**src/rtl/mulpop_arbiter.sv**
```systemverilog
// mulpop_arbiter: round-robin sharing of one multiply+popcount datapath among NREQ requesters
module mulpop_arbiter #(
    parameter int NREQ    = 4,
    parameter int TIMEOUT = 64
) (
    input  logic                 clk,
    input  logic                 n_reset,
    input  logic [NREQ-1:0]      req_valid,
    input  logic [24*NREQ-1:0]   req_a1,
    input  logic [24*NREQ-1:0]   req_a2,
    output logic [NREQ-1:0]      req_ready,
    output logic [NREQ-1:0]      resp_valid,
    input  logic [NREQ-1:0]      resp_ready,
    output logic [31:0]          resp_w,
    output logic [23:0]          resp_l,
    output logic                 resp_ovf,
    output logic                 resp_err,
    output logic                 dp_start,
    output logic [23:0]          dp_a1,
    output logic [23:0]          dp_a2,
    input  logic                 dp_done,
    input  logic [31:0]          dp_w,
    input  logic [23:0]          dp_l,
    input  logic                 dp_valid,
    output logic                 busy,
    output logic [15:0]          op_count,
    output logic [7:0]           err_count
);
    localparam int PW = $clog2(NREQ);
    localparam int CW = $clog2(TIMEOUT);

    typedef enum logic [1:0] {IDLE, ISSUE, WAIT, RESP} state_t;

    state_t        state, state_next;
    logic [PW-1:0] ptr, g, win;
    logic [CW-1:0] cnt;
    logic          found, accept, done_hit, tmo, resp_take;

    function automatic logic [PW-1:0] rot(input logic [PW-1:0] p, input int k);
        return PW'((int'(p) + k) % NREQ);
    endfunction

    // winner search from ptr upward; scanning downward lets the lowest offset overwrite
    always_comb begin
        win   = '0;
        found = 1'b0;
        for (int k = NREQ - 1; k >= 0; k--)
            if (req_valid[rot(ptr, k)]) begin
                win   = rot(ptr, k);
                found = 1'b1;
            end
    end

    assign req_ready = (state == IDLE && found) ? NREQ'(1) << win : '0;
    assign accept    = state == IDLE && found;
    assign done_hit  = state == WAIT && dp_done;
    assign tmo       = state == WAIT && !dp_done && cnt == CW'(TIMEOUT - 1);
    assign resp_take = state == RESP && resp_ready[g];

    // next-state selection; conditions are mutually exclusive by state
    always_comb begin
        state_next = state;
        state_next = accept              ? ISSUE :
                     state == ISSUE      ? WAIT  :
                     (done_hit || tmo)   ? RESP  :
                     resp_take           ? IDLE  : state;
    end

    // state, datapath operands, response and statistics registers
    always_ff @(posedge clk or negedge n_reset) begin
        if (!n_reset) begin
            state      <= IDLE;
            ptr        <= '0;
            g          <= '0;
            cnt        <= '0;
            busy       <= 1'b0;
            dp_start   <= 1'b0;
            dp_a1      <= '0;
            dp_a2      <= '0;
            resp_valid <= '0;
            resp_w     <= '0;
            resp_l     <= '0;
            resp_ovf   <= 1'b0;
            resp_err   <= 1'b0;
            op_count   <= '0;
            err_count  <= '0;
        end else begin
            state    <= state_next;
            busy     <= state_next != IDLE;
            dp_start <= accept;
            if (accept) begin
                g     <= win;
                dp_a1 <= req_a1[24*win +: 24];
                dp_a2 <= req_a2[24*win +: 24];
            end
            if (state == ISSUE)
                cnt <= '0;
            else if (state == WAIT)
                cnt <= cnt + 1'b1;
            if (done_hit) begin
                resp_w     <= dp_w;
                resp_l     <= dp_l;
                resp_ovf   <= ~dp_valid;
                resp_err   <= 1'b0;
                resp_valid <= NREQ'(1) << g;
            end
            if (tmo) begin
                resp_w     <= '0;
                resp_l     <= '0;
                resp_ovf   <= 1'b0;
                resp_err   <= 1'b1;
                resp_valid <= NREQ'(1) << g;
                err_count  <= err_count + {7'd0, err_count != 8'hFF};
            end
            if (resp_take) begin
                resp_valid <= '0;
                ptr        <= (g == PW'(NREQ - 1)) ? '0 : g + 1'b1;
                if (!resp_err)
                    op_count <= op_count + 16'd1;
            end
        end
    end
endmodule

```
**config.mk**
```make
export PLATFORM = sky130hd
export DESIGN_NAME = mulpop_arbiter
export DESIGN_NICKNAME = d
export VERILOG_FILES = /design/src/rtl/mulpop_arbiter.sv
export SDC_FILE = /design/constraint.sdc
export NUM_CORES = 1
export LEC_CHECK = 0
export BUFFER_PORTS_ARGS = -buffer_cell sky130_fd_sc_hd__buf_2
export CAP_MARGIN = 20
export CELL_PAD_IN_SITES_DETAIL_PLACEMENT = 1
export CELL_PAD_IN_SITES_GLOBAL_PLACEMENT = 1
export CORE_AREA = 2 2 156 158
export DETAILED_ROUTE_END_ITERATION = 16
export DIE_AREA = 0 0 158 160
export PLACE_DENSITY_LB_ADDON = 0.1
export SETUP_SLACK_MARGIN = 0.3
export SLEW_MARGIN = 5
export SYNTH_ARGS = -nofsm -noshare
export SYNTH_HDL_FRONTEND = slang
export SYNTH_SLANG_ARGS = --single-unit
```
**constraint.sdc**
```tcl
create_clock -name clk -period 5 [get_ports clk]
set_clock_uncertainty 0.1 [all_clocks]
set_input_delay 1.5 -clock clk [delete_from_list [all_inputs] [get_ports clk]]
set_output_delay 1.5 -clock clk [all_outputs]
set_load 0.01 [all_outputs]
```
# Yosys cells after proc, flatten, opt, wreduce, memory -nomap -nowiden
# Index checks and enable logic that the tools add are counted.
# op_classes
add_sub_neg	7
n_mul	1
order_cmp	5
eq_ne	6
shift	4
muxes	37
bitwise	2
n_reduce_logical	13
# op_table
operator	count
variable part select 96 x 8 -> 24 bit	2
2-to-1 mux 32 bit	2
2-to-1 mux 24 bit	2
2-to-1 mux 2 bit	9
adder 16 x 1 -> 16 bit, second input constant	1
2-to-1 mux 4 bit	4
< comparator 2 x 3 -> 1 bit, second input constant	5
2-to-1 mux 1 bit	13
2-to-1 mux 6 bit	2
binary-select mux 1 bit (select 2 bit)	5
adder 8 x 1 -> 8 bit	1
inequality test 8 bit, second input constant	1
left shift 1 x 2 -> 4 bit, first input constant	2
adder 6 x 1 -> 6 bit, second input constant	1
equality test 2 bit, second input constant	3
equality test 6 bit, second input constant	1
nonzero test 2 bit	3
logical AND 1 bit	5
adder 2 x 1 -> 2 bit, second input constant	2
adder 2 bit, second input constant	2
multiplier 2 x 2 -> 4 bit, first input constant	1
nonzero test 3 bit	1
equality test 2 x 1 -> 1 bit, second input constant	1
logical NOT 2 bit	1
other kinds (4)	5
# word_totals
reg_bits	148
input_bits	260
elab_cells	90

# Logic depth before layout (Yosys ltp)
# depth
ltp_word	10
ltp_mapped	8

# Worst setup path after synthesis
# OpenSTA, ideal clock, no wires.
# synth_timing
path_kind	input-to-output
startpoint	in req_valid[1]
endpoint	out req_ready[2]
t_arrival_ns	2.507
slack_ns	0.893
stages	5
cell_sequence	o41ai_4 -> or3_1 -> buf_4 -> buf_6 -> nor2_1
# synth_via
elab_chain_cells	8
elab_cells_between_ends	19
# synth_rtl
element	line	rtl
start: declaration	8	input logic [NREQ-1:0] req_valid,
binary-select mux 1 bit (select 2 bit)	48	if (req_valid[rot(ptr, k)]) begin
2-to-1 mux 1 bit (implied by the code)	48	
2-to-1 mux 2 bit or 2-to-1 mux 1 bit (tied branches) (4 in series)	48	
left shift 1 x 2 -> 4 bit or logical AND 1 bit (tied branches)	54	assign req_ready = (state == IDLE && found) ? NREQ'(1) << win : '0;
2-to-1 mux 4 bit *	54	
end: declaration	11	output logic [NREQ-1:0] req_ready,
# Every way passes the cells marked *; elsewhere a longest branch is shown, timed or not. The select of a mux whose other input is x is not followed.

# Worst setup path in the final report
# Ends and elaborated chain as after synthesis.

==> summary.md <==
| Metric | Value |
|---|---|
| Status | completed |
| CTS Hold Bufs | 0 |
| Endpoints failing hold | 0 |
| Top Usage Layer GRT | met2 |
| Io pins | 400 |
| Type of origin of the critical path | primary input |
| Final worst slack | 0.750 ns |
| Net Count, Synth | 984 |
| Die Height | 160 µm |
| Post-CTS sizing | 0 |
| Ys async rst share | between 90% and 100% |
| Fillers | 2892 |
| Tightest Pin Transition | 0.919 ns |
| Gr ovfl total | 0 |
| Synth Instances | about 710 |
| Commonest cells in the netlist | dfrtp_1 (148), nand2_1 (76), nand3_1 (59), a22o_1 (56), o21ai_0 (54) |
| Leak | approximately 5.3 nW |
| Share of cells above drive strength 1 | 42.0% |
| Avg Cell Area, Syn | 10.5 µm² |
| Initial antenna violation count | 16 |
| Largest net degree at the start of global routing | 97 |
| Hold slack | 0.382 ns |
| Global-route wire length before repair | 44300 µm |
| Mapped Area | ~0.0075 mm² |
| DPL Wire Length | around 21000 µm |
| Vias | slightly above 7k |
| Maximum fanout along the worst path | 5 |
| Area grow syn2layout | 39.1% |
| Total GRT Usage | between 20% and 30% |
| DIE AREA | 0.0253 mm² |
| Number of flops mapped to enable cells by yosys | 0 |
| Worst-path clk slew | 0.07 ns |
| Met3 Usage GRT | 6.21% |
| Dpl cell area | 0.00973 mm² |
| Setup TNS | 0 ns |
| Vias/cell | 5.05 |
| DRC viols | 0 |
| Slew Limit Headroom | 38.7% |
| CTS max path bufs | 2 |
| Crit path DAT | 2.65 ns |
| Unique masters post-synth | 45 |
| Post-Route Utilization | 43.5% |
| Vias in the first global route | 7432 |
| Peak Freq | 235 MHz |
| CTS tree | built |
| Max Slew Vio Count | 0 |
| Place WS | 0.769 ns |
| H-tree Lvls | 4 |
| Routability congestion estimate | 0.791 |
| # clock sinks | between 100 and 150 |
| Final nets | between 1k and 1.5k |
| Routing usage on met1 | approximately 28% |
| Max_cap viols | 0 |
| Top cells by area, synth | dfrtp_1 (50%), mux2i_1 (6.7%), a22o_1 (6.6%) |
| Die width | 158 µm |
| Clk root buf | clkbuf_16 |
| Register Area | roughly 0.0037 mm² |
| DRT Pass-1 Iters | 4 |
| Pwr/cell area | 563 mW/mm² |
| WL/cell | approximately 21 µm |
| Starting density of the core | a little under a third |
| Post-DRT Antenna Nets | 0 |
| Share of the synthesized area in the top cell type | between 40% and 50% |
| DRT iter0 DRCs | 378 |
| Post-synthesis register bit count | 148 |
| Syn. warnings | 0 |
| Number of port buffers | ~400 |
| RSZ-0062 raised after global routing | no |
| Cell taking the most area after synthesis | dfrtp_1 |
| Critical path class | primary input to primary output |
| Maximum vdd ir drop | 0.000226 V |
| # rows | 57 |
| Worst min-delay path class | flip-flop to flip-flop |
| CTS Buf Count | 17 |
| Post CTS Setup Buffer Count | 0 |
| Fin crit share | between 80 and 90% |
| Setup Viol. Count Final | 0 |
| Seq/Total Area, Yosys | 49.7% |
| Design Area, Final | 0.0104 mm² |
| Worst Setup End Kind | primary output |
| Core area | 0.0238 mm² |
| Multi-input logic area | 0.00350 mm² |
| Worst path required time | 3.40 ns |
| Clk_lat worst skew | 0.43 ns |
| DRT Wirelength | 29600 µm |
| Top-count cell post-synth | dfrtp_1 |
| Final Critical Period | 4.25 ns |
| Main synth FF type | dfrtp_1 |
| Grt met2 use | 38.3% |
[layout by cell type, fill, tap and decap left out, types with 12 or more instances in the layout]
cell,count
mux2i_1,50
dfrtp_1,148
o21ai_0,54
diode_2,15
o211ai_1,48
nor2_1,13
clkbuf_16,17
buf_2,398
nand2_1,75
a22o_1,56
nand3_1,59
xnor2_1,15
a21o_1,49
ha_1,12
[layer usage]
metal / routed length [µm] / vias up
met3: 2150 / 44
met1: 12000 / 3588
li1: - / 3378
met2: 14700 / 245
met4: 696 / 6
met5: 45 / -
[report_power, final]
| group | internal, W | switching [W] | total (W) | leakage [nW] |
|---|---|---|---|---|
| clock | 0.000713 | 0.000593 | 0.00131 | 0.295 |
| sequential | 0.00169 | 0.000296 | 0.00198 | 1.88 |
| combinational | 0.00106 | 0.00149 | 0.00256 | 3.13 |
[flip-flops by register name, summed over array words and instances, names as in the netlist, 2 cells and up]
register,cells
cnt,6
dp_a1,24
dp_a2,24
err_count,8
g,2
op_count,16
ptr,2
resp_l,24
resp_valid,4
resp_w,32
state,2
[layout make-up]
class	count	share of cell area, %
Sequential cell	148	35.7
Multi-Input combinational cell	502	33.7
Timing Repair Buffer	410	20.3
Clock buffer	17	4.10
Tap cell	324	3.91
Clock inverter	15	1.57
Antenna cell	15	0.362
Inverter	8	0.290
[through the flow]
stage / instances / power, W
after global placement: 1391 / 0.00455
after CTS: 1423 / 0.00593
final: 1439 / 0.00584
after floorplan: 712 / 0.00352
after global routing: 1436 / 0.00625
after detailed placement: 1391 / 0.00459
[path summary, 6_finish.rpt]
path                               from            to  slack, ns  cells past startpoint
max reg2reg                      ptr[1]     dp_a2[21]       2.41                      6
max                        req_valid[1]  req_ready[2]       0.75                      6
min reg2reg                op_count[15]  op_count[15]       0.38                      1
min in group asynchronous       n_reset     resp_w[5]       0.93                      1
min                        op_count[15]  op_count[15]       0.38                      1
max in group asynchronous       n_reset     dp_a1[12]       2.92                      2
[worst max-delay path: stages]
cell      delay [ns]
buf_2           0.15
nor3b_1         0.23
a211oi_1        0.09
or3_2           0.44
nor2_1          0.10
buf_2           0.13
[kinds of logic (layout without fill, tap and decap cells)]
| group | Yosys count | after routing | share of synthesized area (%) |
|---|---|---|---|
| multiplexers | 54 | 54 | 7.47 |
| buffers and inverters | 62 | 450 | 4.26 |
| AND/OR/NAND/NOR | 184 | 184 | 11.7 |
| adder cells (fa/ha/maj) | 12 | 12 | 2.01 |
| flip-flops | 148 | 148 | 49.7 |
| XOR/XNOR | 21 | 21 | 2.47 |
| other | 0 | 15 | 0 |
| AO/OA/AOI/OAI | 231 | 231 | 22.4 |
(Power assumes the default switching activity.)
